File: config.mk
export PLATFORM = sky130hd
export DESIGN_NAME = instr_fetch
export DESIGN_NICKNAME = d
export VERILOG_FILES = /design/src/rtl/fetch_pkg.sv /design/src/rtl/fetch_pc_gen.sv /design/src/rtl/instr_fetch.sv
export SDC_FILE = /design/constraint.sdc
export NUM_CORES = 1
export LEC_CHECK = 0
export ABC_CLOCK_PERIOD_IN_PS = 4450
export CORE_ASPECT_RATIO = 1.1
export CORE_MARGIN = 1.5
export CORE_UTILIZATION = 49
export CTS_BUF_LIST = sky130_fd_sc_hd__clkbuf_8
export CTS_CLUSTER_DIAMETER = 120
export DETAILED_ROUTE_END_ITERATION = 8
export PLACE_DENSITY = 0.95
export SETUP_SLACK_MARGIN = 0.4
export SLEW_MARGIN = 15
export SYNTH_ARGS = -nofsm -noshare
export SYNTH_HDL_FRONTEND = slang
export SYNTH_SLANG_ARGS = --single-unit
export TNS_END_PERCENT = 50
File: constraint.sdc
create_clock -name clk_i -period 4.45 [get_ports clk_i]
set_input_delay 0.6675 -clock clk_i [delete_from_list [all_inputs] [get_ports clk_i]]
set_output_delay 0.6675 -clock clk_i [all_outputs]
set_load 0.05 [all_outputs]
File: src/rtl/fetch_pkg.sv
// rtl/fetch_pkg.sv - shared types and constants for the instruction fetch stage
package fetch_pkg;

  // Fetch FSM: issue request, wait for read data, hold a valid instruction
  typedef enum logic [1:0] {
    S_REQ   = 2'd0,
    S_WAIT  = 2'd1,
    S_VALID = 2'd2
  } fetch_state_e;

  // addi x0,x0,0 shown to decode while no instruction is held
  localparam logic [31:0] NOP_INSTR = 32'h0000_0013;

  // Sequential fetch step, one 32-bit word
  localparam logic [31:0] PC_INCR = 32'd4;

endpackage

File: src/rtl/fetch_pc_gen.sv
// rtl/fetch_pc_gen.sv - next fetch PC select and redirect alignment check
module fetch_pc_gen (
  input  logic [31:0] pc_q,
  input  logic        redirect_i,
  input  logic [31:0] redirect_pc_i,
  input  logic        advance,
  output logic [31:0] pc_next,
  output logic        misalign
);
  import fetch_pkg::*;

  // Redirect wins over sequential advance; targets are forced word aligned
  always_comb begin
    pc_next = pc_q;
    if (redirect_i) begin
      pc_next = redirect_pc_i & ~32'h3;
    end else if (advance) begin
      pc_next = pc_q + PC_INCR;
    end
  end

  assign misalign = redirect_i & (|redirect_pc_i[1:0]);

endmodule

File: src/rtl/instr_fetch.sv
// rtl/instr_fetch.sv - fetch stage: PC, imem handshake, held instruction
module instr_fetch #(
  parameter logic [31:0] RESET_PC  = 32'h0000_0000,
  parameter logic [31:0] NOP_INSTR = fetch_pkg::NOP_INSTR
) (
  input  logic        clk_i,
  input  logic        rst_i,
  output logic        imem_req_o,
  output logic [31:0] imem_addr_o,
  input  logic        imem_gnt_i,
  input  logic        imem_rvalid_i,
  input  logic [31:0] imem_rdata_i,
  output logic        instr_valid_o,
  input  logic        instr_ready_i,
  output logic [31:0] instr_o,
  output logic [31:0] pc_o,
  input  logic        redirect_i,
  input  logic [31:0] redirect_pc_i,
  output logic        misalign_o
);
  import fetch_pkg::*;

  fetch_state_e state_q, state_d;
  logic         kill_q, kill_d;
  logic         capture;
  logic         advance;
  logic         misalign;
  logic         misalign_q;
  logic [31:0]  pc_q, pc_next;
  logic [31:0]  instr_q, pc_out_q;

  assign advance = (state_q == S_VALID) && instr_ready_i;

  fetch_pc_gen u_pc_gen (
    .pc_q          (pc_q),
    .redirect_i    (redirect_i),
    .redirect_pc_i (redirect_pc_i),
    .advance       (advance),
    .pc_next       (pc_next),
    .misalign      (misalign)
  );

  // Next-state logic; a redirect marks any in-flight response as stale
  always_comb begin
    state_d = state_q;
    kill_d  = kill_q;
    capture = 1'b0;
    case (state_q)
      S_REQ: begin
        if (imem_gnt_i) begin
          state_d = S_WAIT;
          if (redirect_i) kill_d = 1'b1;
        end
      end
      S_WAIT: begin
        if (imem_rvalid_i) begin
          kill_d = 1'b0;
          if (kill_q || redirect_i) begin
            state_d = S_REQ;
          end else begin
            state_d = S_VALID;
            capture = 1'b1;
          end
        end else if (redirect_i) begin
          kill_d = 1'b1;
        end
      end
      S_VALID: begin
        if (redirect_i || instr_ready_i) state_d = S_REQ;
      end
      default: begin
        state_d = S_REQ;
        kill_d  = 1'b0;
      end
    endcase
  end

  // FSM, fetch PC and kill flag registers
  always_ff @(posedge clk_i or posedge rst_i) begin
    if (rst_i) begin
      state_q <= S_REQ;
      kill_q  <= 1'b0;
      pc_q    <= RESET_PC;
    end else begin
      state_q <= state_d;
      kill_q  <= kill_d;
      pc_q    <= pc_next;
    end
  end

  // Hold the fetched word and its address until decode consumes it
  always_ff @(posedge clk_i or posedge rst_i) begin
    if (rst_i) begin
      instr_q  <= NOP_INSTR;
      pc_out_q <= RESET_PC;
    end else if (capture) begin
      instr_q  <= imem_rdata_i;
      pc_out_q <= pc_q;
    end
  end

  // One-cycle pulse flagging a misaligned redirect target
  always_ff @(posedge clk_i or posedge rst_i) begin
    if (rst_i) begin
      misalign_q <= 1'b0;
    end else begin
      misalign_q <= misalign;
    end
  end

  assign imem_req_o    = (state_q == S_REQ) && !rst_i;
  assign imem_addr_o   = pc_q;
  assign instr_valid_o = (state_q == S_VALID);
  assign instr_o       = (state_q == S_VALID) ? instr_q : NOP_INSTR;
  assign pc_o          = pc_out_q;
  assign misalign_o    = misalign_q;

endmodule

==> run_results.csv <==
group,metric,value,unit
outcome,status,"completed",
routing,final_antenna_net_count,0,
routing,wl_per_cell,16.2,µm
placed_design,gp_congestion,0.786,
logic_synthesis,synth.area.mux_share,15.1,%
timing,rsz0062_at_grt,"no",
clock_network,clk_pin_slew_worst_paths,0.10,ns
routing,vias_per_cell,5.16,
routing,first_iter_violations,107,
clock_network,clk_latency,0.36,ns
logic_synthesis,synthSimpleGateAreaFrac,17.4,%
floorplan,die_width,94.1,µm
routing,route.vias.total,3475,
hold_path,min-delay-start,"pc_o[22]",
logic_synthesis,synthXorXnorAreaFrac,5.29,%
power_and_ir_drop,max-vdd-ir-drop,306,µV
grt,grt_max_degree,63,
finish,diodes,0,
logic_synthesis,synth_cells,398,
routing,drc,0,
logic_synthesis,synth_compound_gate_area_share,4.56,%
timing,fmax,289,MHz
logic_synthesis,yosysWarningCount,0,
clock_network,cts_sinks,96,
grt,antenna_found_initial,0,
timing,setup_viol,0,
logic_synthesis,avgSynthCellArea,11.2,µm²
clock_network,htree_levels,3,
placed_design,dp_slack,1.39,ns
power_and_ir_drop,leakage,0.00266,µW
finish,stdcell_area,6350,µm²
critical_path,setup.worst_path.end_class,"output pin",
logic_synthesis,synth_top_family_by_area,"simple AND/OR/NAND/NOR gates",
timing,maxSlewHeadroom,35.3,%
floorplan,initial_core_util,50.4,%
flow_run,drv_cap,0,
critical_path,crit-reg2reg-launch,"state_q[1]",
timing,fin_crit,3.46,ns
timing,hold_viol_final,0,
timing,setup_tns,0,ns
clock_network,numCtsBuffers,9,
finish,fin_util,71.5,%
power_and_ir_drop,p_per_area,525,nW/µm²
finish,area_delta_synth_final,42.0,%
logic_synthesis,synthAdderAreaFrac,0.280,%
floorplan,row_count,36,
logic_synthesis,ys_seq_area_share,53.8,%
logic_synthesis,synth_cell_type_count,41,
timing,final_max_slew_viol_count,0,
critical_path,cp.required,3.78,ns
logic_synthesis,synthArstFlopShare,100,%
floorplan,core,8870,µm²
routing,routed_wl,10900,µm
placed_design,dp_hpwl,8050,µm
critical_path,cp-start-kind,"flop",
timing,skew,0.0124,ns
timing,fin_crit_sh,77.7,%
grt,grt_pass1_wl,16900,µm
grt,groute.usage.overall,22.6,%
finish,num-fill-cells,587,
grt,grt_pass1_vias,3453,
timing,worst_pin_slew,0.966,ns
grt,grt-ovfl-total,0,
timing,fin_ws,0.994,ns
placed_design,io_buffer_count,164,
floorplan,die_y,103,µm
finish,nets,626,
routing,firstDrtPassIters,4,
logic_synthesis,synth_edf_count,0,
timing,hold_ws,0.493,ns
clock_network,cts_resized,0,
clock_network,cts_buffer_depth,2,
critical_path,cp_max_fo,34,
critical_path,critPathKind,"flop to output pin",
logic_synthesis,synth_ff_type,"dfrtp_1",
finish,drive_gt1_share,17.0,%
logic_synthesis,yosys_register_bits,96,
critical_path,cp.arrival,2.79,ns
placed_design,place_area,6180,µm²
floorplan,dieArea,9710,µm²
hold_path,hp-class,"flop to flop",
critical_path,critPathLaunch,"state_q[1]",
clock_network,clockRootBuffer,"clkbuf_8",
clock_network,postCtsHoldBufs,0,
clock_network,tritoncts,"yes",
clock_network,post_cts_buffers,0,
floorplan,ios,169,
logic_synthesis,syn_area,4470,µm²
metal layers:
layer | global-route usage (%) | wire, µm
met3 | 6.29 | 819
met1 | 26.8 | 4430
met4 | 7.46 | 178
met2 | 40.0 | 5460
met5 | 0 | 0
worst max-delay path, cell delays in order, from the launching register on:
cell	delay, ns
dfrtp_1	0.52
nor2b_2	0.85
and2_1	0.24
clkdlybuf4s50_1	0.81
kinds of logic (layout without fill, tap and decap cells):
logic type / after synthesis / after routing
mux: 60 / 60
xor+xnor: 27 / 27
flops: 96 / 96
compound gates: 38 / 38
fa+ha+maj: 1 / 1
buf+inv: 35 / 194
other cells: 1 / 4
simple gates: 140 / 140
Yosys cell counts, types with 2 or more instances:
cell      number  area, µm²
and4_1         2       17.5
buf_4          4       30.0
nand2_1       47        176
nor4_4         2       42.5
nand4_1        5       31.3
dfrtp_1       93       2330
xor2_1        13        114
o21ai_1        5       25.0
mux2_2        58        653
buf_1          6       22.5
and2_1        29        181
nor3_2         2       20.0
nand3_1       13       65.1
dfstp_2        3       78.8
nand2b_1       4       25.0
inv_1         10       37.5
nor2_1        15       56.3
o21ai_0       28        140
buf_2          3       15.0
clkbuf_1      11       41.3
nor3_1         8       40.0
nor4_1         2       12.5
nand4_2        2       25.0
xnor2_1       14        123
nor2b_1        2       12.5
mux2i_1        2       20.0
state kept, by name (all words and copies together), names as in the netlist:
name,cells
pc_o,30
state_q,2
imem_addr_o,30
kill_q,1
instr_q,32
misalign_o,1
worst paths after layout:
check | cells after the start | slack (ns) | to
worst max-delay path | 3 | 0.99 | instr_o[28]
worst min-delay path | 2 | 0.49 | pc_o[22]
worst max register to register | 4 | 2.01 | instr_q[8]
worst min register to register | 2 | 0.49 | pc_o[22]
max in group asynchronous | 3 | 2.64 | instr_q[1]
min in group asynchronous | 2 | 0.83 | instr_q[29]
cell usage in the layout, fill, tap and decap left out, types with 2 or more instances in the layout:
cell             count
and4_1               2
nor2_1              15
nand4_2              2
o21ai_1              5
mux2_2              58
xor2_1              13
nor4_4               2
and2_1              29
nor3_1               8
nor3_2               2
conb_1               4
clkinv_4             2
clkinv_2             4
clkdlybuf4s50_1    163
buf_4                4
nand4_1              5
nand2b_1             4
nor4_1               2
nand3_1             13
nand2_1             46
dfrtp_1             93
xnor2_1             14
mux2i_1              2
dfstp_2              3
inv_1                9
clkbuf_8             9
o21ai_0             28
stage by stage:
step	power, µW	instances
6_report	3330	674
5_1_grt	3480	674
4_1_cts	3360	674
3_5_place_dp	2860	658
3_3_place_gp	2790	658
2_1_floorplan	2320	401
area by class of cell:
type	instances	area (µm²)	share of cell area [%]
repair buffers	168	1670	26.3
inverters	10	40.0	0.631
multi-input cells	270	1920	30.3
well taps	114	143	2.25
clock inverters	7	46.3	0.729
clock buffers	9	124	1.95
flip-flops and latches	96	2410	37.9
report_power, final:
group          internal (µW)  switching [µW]  total (µW)
registers               1190             183        1370
logic                    578             875        1450
clock network            203             302         506
total                   1970            1360        3330
No activity file was read; power rests on OpenSTA's default activity.
